==> src/rtl/bus_interface_unit.sv <==
// bus_interface_unit: sequences one core memory request over the TinyTapeout pins
// as address-low, address-high and data phases, returning a one-cycle response.
`timescale 1ns/1ps
module bus_interface_unit #(
    parameter int WAIT_CYCLES = 0,
    parameter int TIMEOUT     = 16
) (
    input  logic        clk,
    input  logic        rst_n,
    input  logic        req_valid,
    output logic        req_ready,
    input  logic        req_rw,
    input  logic [15:0] req_addr,
    input  logic [7:0]  req_wdata,
    output logic        rsp_valid,
    output logic [7:0]  rsp_rdata,
    output logic        rsp_err,
    output logic        busy,
    input  logic        pin_rdy,
    output logic [7:0]  uo_out,
    input  logic [7:0]  uio_in,
    output logic [7:0]  uio_out,
    output logic [7:0]  uio_oe
);
    localparam int WW = WAIT_CYCLES > 0 ? $clog2(WAIT_CYCLES + 1) : 1;
    localparam int TW = TIMEOUT > 0 ? $clog2(TIMEOUT + 1) : 1;
    localparam logic [WW-1:0] WLOAD = WW'(WAIT_CYCLES);
    localparam logic [TW-1:0] TLIM  = TW'(TIMEOUT);

    typedef enum logic [1:0] {IDLE, ADDR_LO, ADDR_HI, DATA} state_t;

    state_t        state, state_nxt;
    logic [15:0]   addr;
    logic [7:0]    wdata;
    logic          rw;
    logic [WW-1:0] wcnt;
    logic [TW-1:0] tcnt, tcnt_inc;
    logic          ok, abort;

    assign busy     = state != IDLE;
    assign tcnt_inc = (tcnt == '1) ? tcnt : tcnt + 1'b1;

    always_ff @(posedge clk) begin
        if (!rst_n) state <= IDLE;
        else        state <= state_nxt;
    end

    always_comb begin
        state_nxt = state;
        req_ready = 1'b0;
        uo_out    = 8'h00;
        uio_out   = 8'h00;
        uio_oe    = 8'h00;
        ok        = 1'b0;
        abort     = 1'b0;
        case (state)
            IDLE: begin
                req_ready = 1'b1;
                state_nxt = req_valid ? ADDR_LO : IDLE;
            end
            ADDR_LO: begin
                uo_out    = addr[7:0];
                uio_out   = {7'b0, rw};
                uio_oe    = 8'h01;
                state_nxt = ADDR_HI;
            end
            ADDR_HI: begin
                uo_out    = addr[15:8];
                uio_out   = {7'b0, rw};
                uio_oe    = 8'h01;
                state_nxt = DATA;
            end
            default: begin
                uo_out  = addr[7:0];
                uio_out = rw ? wdata : 8'h00;
                uio_oe  = {8{rw}};
                // pin_rdy only matters once the fixed wait has drained
                if (wcnt == '0) begin
                    ok    = pin_rdy;
                    abort = !pin_rdy && (TIMEOUT != 0) && (tcnt_inc == TLIM);
                end
                state_nxt = (ok || abort) ? IDLE : DATA;
            end
        endcase
    end

    always_ff @(posedge clk) begin
        if (!rst_n) begin
            addr      <= '0;
            wdata     <= '0;
            rw        <= 1'b0;
            wcnt      <= '0;
            tcnt      <= '0;
            rsp_valid <= 1'b0;
            rsp_err   <= 1'b0;
            rsp_rdata <= 8'h00;
        end else begin
            rsp_valid <= ok || abort;
            rsp_err   <= abort;
            if (state == IDLE && req_valid) begin
                addr  <= req_addr;
                wdata <= req_wdata;
                rw    <= req_rw;
            end
            if (state == ADDR_HI) begin
                wcnt <= WLOAD;
                tcnt <= '0;
            end else if (state == DATA) begin
                if (wcnt != '0) wcnt <= wcnt - 1'b1;
                else if (!pin_rdy) tcnt <= tcnt_inc;
            end
            if (ok && !rw) rsp_rdata <= uio_in;
            if (abort) rsp_rdata <= 8'hFF;
        end
    end
endmodule

==> config.mk <==
export PLATFORM = sky130hd
export DESIGN_NAME = bus_interface_unit
export DESIGN_NICKNAME = d
export VERILOG_FILES = /design/src/rtl/bus_interface_unit.sv
export SDC_FILE = /design/constraint.sdc
export NUM_CORES = 1
export LEC_CHECK = 0
export CAP_MARGIN = 40
export CORE_UTILIZATION = 47
export DETAILED_ROUTE_END_ITERATION = 10
export PLACE_DENSITY = 0.88
export SLEW_MARGIN = 40
export SYNTH_ARGS = -nofsm -noshare
export SYNTH_HDL_FRONTEND = slang
export SYNTH_SLANG_ARGS = --single-unit
export TNS_END_PERCENT = 100
==> constraint.sdc <==
create_clock -name clk -period 3.5 [get_ports clk]
set_clock_uncertainty 0.1 [all_clocks]
set_input_delay 1.05 -clock clk [delete_from_list [all_inputs] [get_ports clk]]
set_output_delay 1.05 -clock clk [all_outputs]
set_load 0.01 [all_outputs]
==> results_tabular.tex <==
\begin{tabular}{lr}
\hline
Metric & Value \\
\hline
\multicolumn{2}{l}{\textbf{Timing}} \\
Hold Vio Cnt, Final & 0 \\
Setup-failing EPs final & 0 \\
RSZ-0062 raised after global routing & no \\
Minimum clock period after layout & about 3300 ps \\
Final critical-path share of the clock period & approximately 93\% \\
Setup Total Neg Slack & 0 ps \\
Slew HR & 65.45\% \\
Max Freq & 0.3076 GHz \\
Worst slew pin tran & 516.7 ps \\
Slew Limit Fails & 0 \\
\multicolumn{2}{l}{\textbf{Route}} \\
Detailed-route via count & about 1800 \\
Final routed wirelength across all metal layers & 4307 µm \\
Antenna-violating nets left & 0 \\
Number of detailed-route iterations in the first pass & 4 \\
Remaining routing DRC violations & 0 \\
Initial DRC Count & 79 \\
Routed via count divided by cell count & 5.174 \\
Average routed wire per standard cell & 12.52 µm \\
\multicolumn{2}{l}{\textbf{Synth}} \\
Mux share of post-synthesis cell area & 4.712\% \\
Compound-Gate Fraction of Synth Area & $\sim$15\% \\
Average cell area after synthesis & 8.101 µm² \\
Area fraction in and, or, nand and nor cells after synthesis & 23.76\% \\
Distinct cell type count of the synthesized netlist & 32 \\
Post-Syn Nets & 278 \\
Post-Synthesis Cell Area & 1912 µm² \\
Xor/xnor cell area share of the yosys netlist & 1.767\% \\
Register bit total from synthesis & 42 \\
Number of cells produced by synthesis & 236 \\
Sequential fraction of the synthesis area & 43.98\% \\
Post-synthesis adder-cell area fraction & 3.272\% \\
Number of warning messages in the yosys log & 0 \\
Main combinational cell family by area after synthesis & simple AND/OR/NAND/NOR gates \\
\multicolumn{2}{l}{\textbf{Layout}} \\
Most frequent cells in the layout & clkdlybuf4s50\_1 (72), nand2\_1 (64), dfxtp\_1 (42) \\
Most common cell after layout, fill and taps aside & clkdlybuf4s50\_1 \\
Diode insertion count for antenna repair & 0 \\
Post-synthesis to final-layout area growth & 40.18\% \\
Fillers & 310 \\
Share of final-layout standard cells stronger than drive strength 1 & 4.730\% \\
Final design area excluding fillers & 2680 µm² \\
NumNets Final & $\sim$340 \\
\multicolumn{2}{l}{\textbf{Global route}} \\
Maximum number of pins on one net before global-route repair & 30 \\
Number of antenna violations at the first check in global routing & 0 \\
Total GRT Usage & 22.16\% \\
Grt ovf & 0 \\
Vias in the first global route & 1653 \\
First-pass GRT wire length & between 7000 and 8000 µm \\
\multicolumn{2}{l}{\textbf{Setup path}} \\
Required time of the worst setup path & roughly 2400 ps \\
Arrival @ worst endpoint & 2100 ps \\
Classification of the worst setup path & flip-flop to output port \\
Beginning of the worst register-to-register path & state[0] \\
Worst r2r dst & state[0] \\
Max Fanout on Critical Path & 18 \\
Number of cell instances on the worst register-to-register path & 6 \\
R2r setup slk & 1750 ps \\
Launching element type of the critical path & flip-flop \\
Critical Path Sink Type & output port \\
\multicolumn{2}{l}{\textbf{Floorplanning}} \\
Chip Width & 65.78 µm \\
Floorplan Core Area & 3771 µm² \\
Die footprint & 4327 µm² \\
Number of core rows & 22 \\
Initial Utilization & 50.70\% \\
Height of the die & 65.78 µm \\
Ports placed on the boundary & 73 \\
\multicolumn{2}{l}{\textbf{Worst hold path}} \\
Worst min-delay path startpoint & wdata[5] \\
Hold Crit Endpoint & wdata[5] \\
Worst hold path stage count & 2 \\
Worst Hold Class & flip-flop to flip-flop \\
\multicolumn{2}{l}{\textbf{Pwr}} \\
Power Density & 524.9 nW/µm² \\
Leak pwr & around 1.1 nW \\
IR drop worst, VDD & 0.3991 mV \\
\multicolumn{2}{l}{\textbf{Place}} \\
Placed wire-length estimate & 2970 µm \\
Placed Area & 2582 µm² \\
Buffers added on ports & 72 \\
Global placement routability congestion & 0.7633 \\
\multicolumn{2}{l}{\textbf{Clocking}} \\
Clock tree from TritonCTS & yes \\
Worst-Skew Late Latency & 290 ps \\
CTS H-tree lvls & 2 \\
Root Driver & clkbuf\_8 \\
Number of gates resized after CTS & 0 \\
Deepest clock path buffer count & 2 \\
Reg clk slew, reported paths & 80 ps \\
Postcts setup bufs & 0 \\
TritonCTS sink count & 42 \\
Number of buffers inserted by hold repair at cts & 0 \\
Number of clock buffers inserted by TritonCTS & 5 \\
\multicolumn{2}{l}{\textbf{Run status}} \\
Run status & finished, final reports clean \\
\multicolumn{2}{l}{\textbf{Job}} \\
Number of max-cap violations & 0 \\
\hline
\end{tabular}
## worst max-delay path, cell delays in order, from the launching register on
cell             delay [ps]
dfxtp_1                 370
inv_1                    70
ha_1                    380
nand2b_1                220
o21ai_0                 190
clkdlybuf4s50_1         570
## through the flow
step / total power, mW / setup WS [ps] / instances / hold WS [ps] / util, %
floorplan: 0.8916 / 1026 / 236 / 331.9 / -
global placement: 1.081 / 665.2 / 336 / 337.1 / 68.48
detailed placement: 1.094 / 601.7 / 336 / 343.6 / 68.48
CTS: 1.413 / 242.2 / 344 / 354.5 / 71.00
global route: 1.512 / 128.4 / 344 / 384.0 / 71.07
finish: 1.407 / 248.7 / 344 / 351.1 / 71.07
## worst max path at each step
| stage | start | to | slack, ps | depth (start not counted) |
|---|---|---|---|---|
| final | state[0] | uo_out[3] | 250 | 5 |
| after global routing | state[0] | uo_out[3] | 130 | 5 |
| after CTS | state[0] | uo_out[3] | 240 | 5 |
| after detailed placement | state[0] | uo_out[3] | 600 | 5 |
| after global placement | state[0] | uo_out[6] | 670 | 5 |
| after floorplan | state[0] | uo_out[5] | 1030 | 6 |
## cell families (layout without fill, tap and decap cells)
family / count (synthesis) / in the layout
buffers and inverters: 27 / 87
and+or+nand+nor: 98 / 98
DFF: 42 / 42
AOI/OAI and AO/OA: 52 / 52
adders and majority gates: 5 / 5
muxes: 9 / 9
xor gates and xnor gates: 3 / 3
## synth_stat cells, drive strengths merged
cell	instances	share of area, %
nand2	65	13
dfxtp	42	44
a21oi	36	9.4
buf	14	4.9
nand2b	10	3.3
o21ai	10	2.6
mux2i	9	4.7
and3	8	2.6
clkbuf	8	1.6
nor2	6	1.2
ha	5	3.3
inv	4	0.79
a41oi	2	0.92
and2b	2	0.79
nand4	2	1.4
nor3	2	0.52
xor2	2	1.3
a21boi	1	0.39
a31o	1	0.46
and2	1	0.33
and4	1	0.46
clkinv	1	0.20
nand3b	1	0.39
o2bb2ai	1	0.79
o31ai	1	0.39
xnor2	1	0.46
## per-layer routing
metal / up-vias / share of wire (%) / track usage (%)
li1: 888 / - / -
met1: 806 / 44 / 26.64
met2: 77 / 46 / 36.48
met3: 9 / 8.6 / 7.931
met4: 0 / 1.3 / 7.065
met5: - / 0 / 0
## state kept, by name (all words and copies together), names as in the netlist
register	cells
rsp_err	1
tcnt	5
wdata	8
state	2
addr	16
rsp_rdata	8
rsp_valid	1
rw	1
## layout make-up
type                            count  area (µm²)  area share, %
Tap cell                           48       60.06          2.241
Timing Repair Buffer               74       735.7          27.45
Multi-Input combinational cell    167       929.6          34.69
Sequential cell                    42       840.8          31.37
Inverter                            5       18.77         0.7003
Clock buffer                        6       82.58          3.081
Clock inverter                      2       12.51         0.4669
## where the power goes
group          internal, mW  switching, mW
registers             0.545         0.0411
logic                 0.233          0.268
clock network         0.158          0.162
Power figures use the tool's default switching activity.
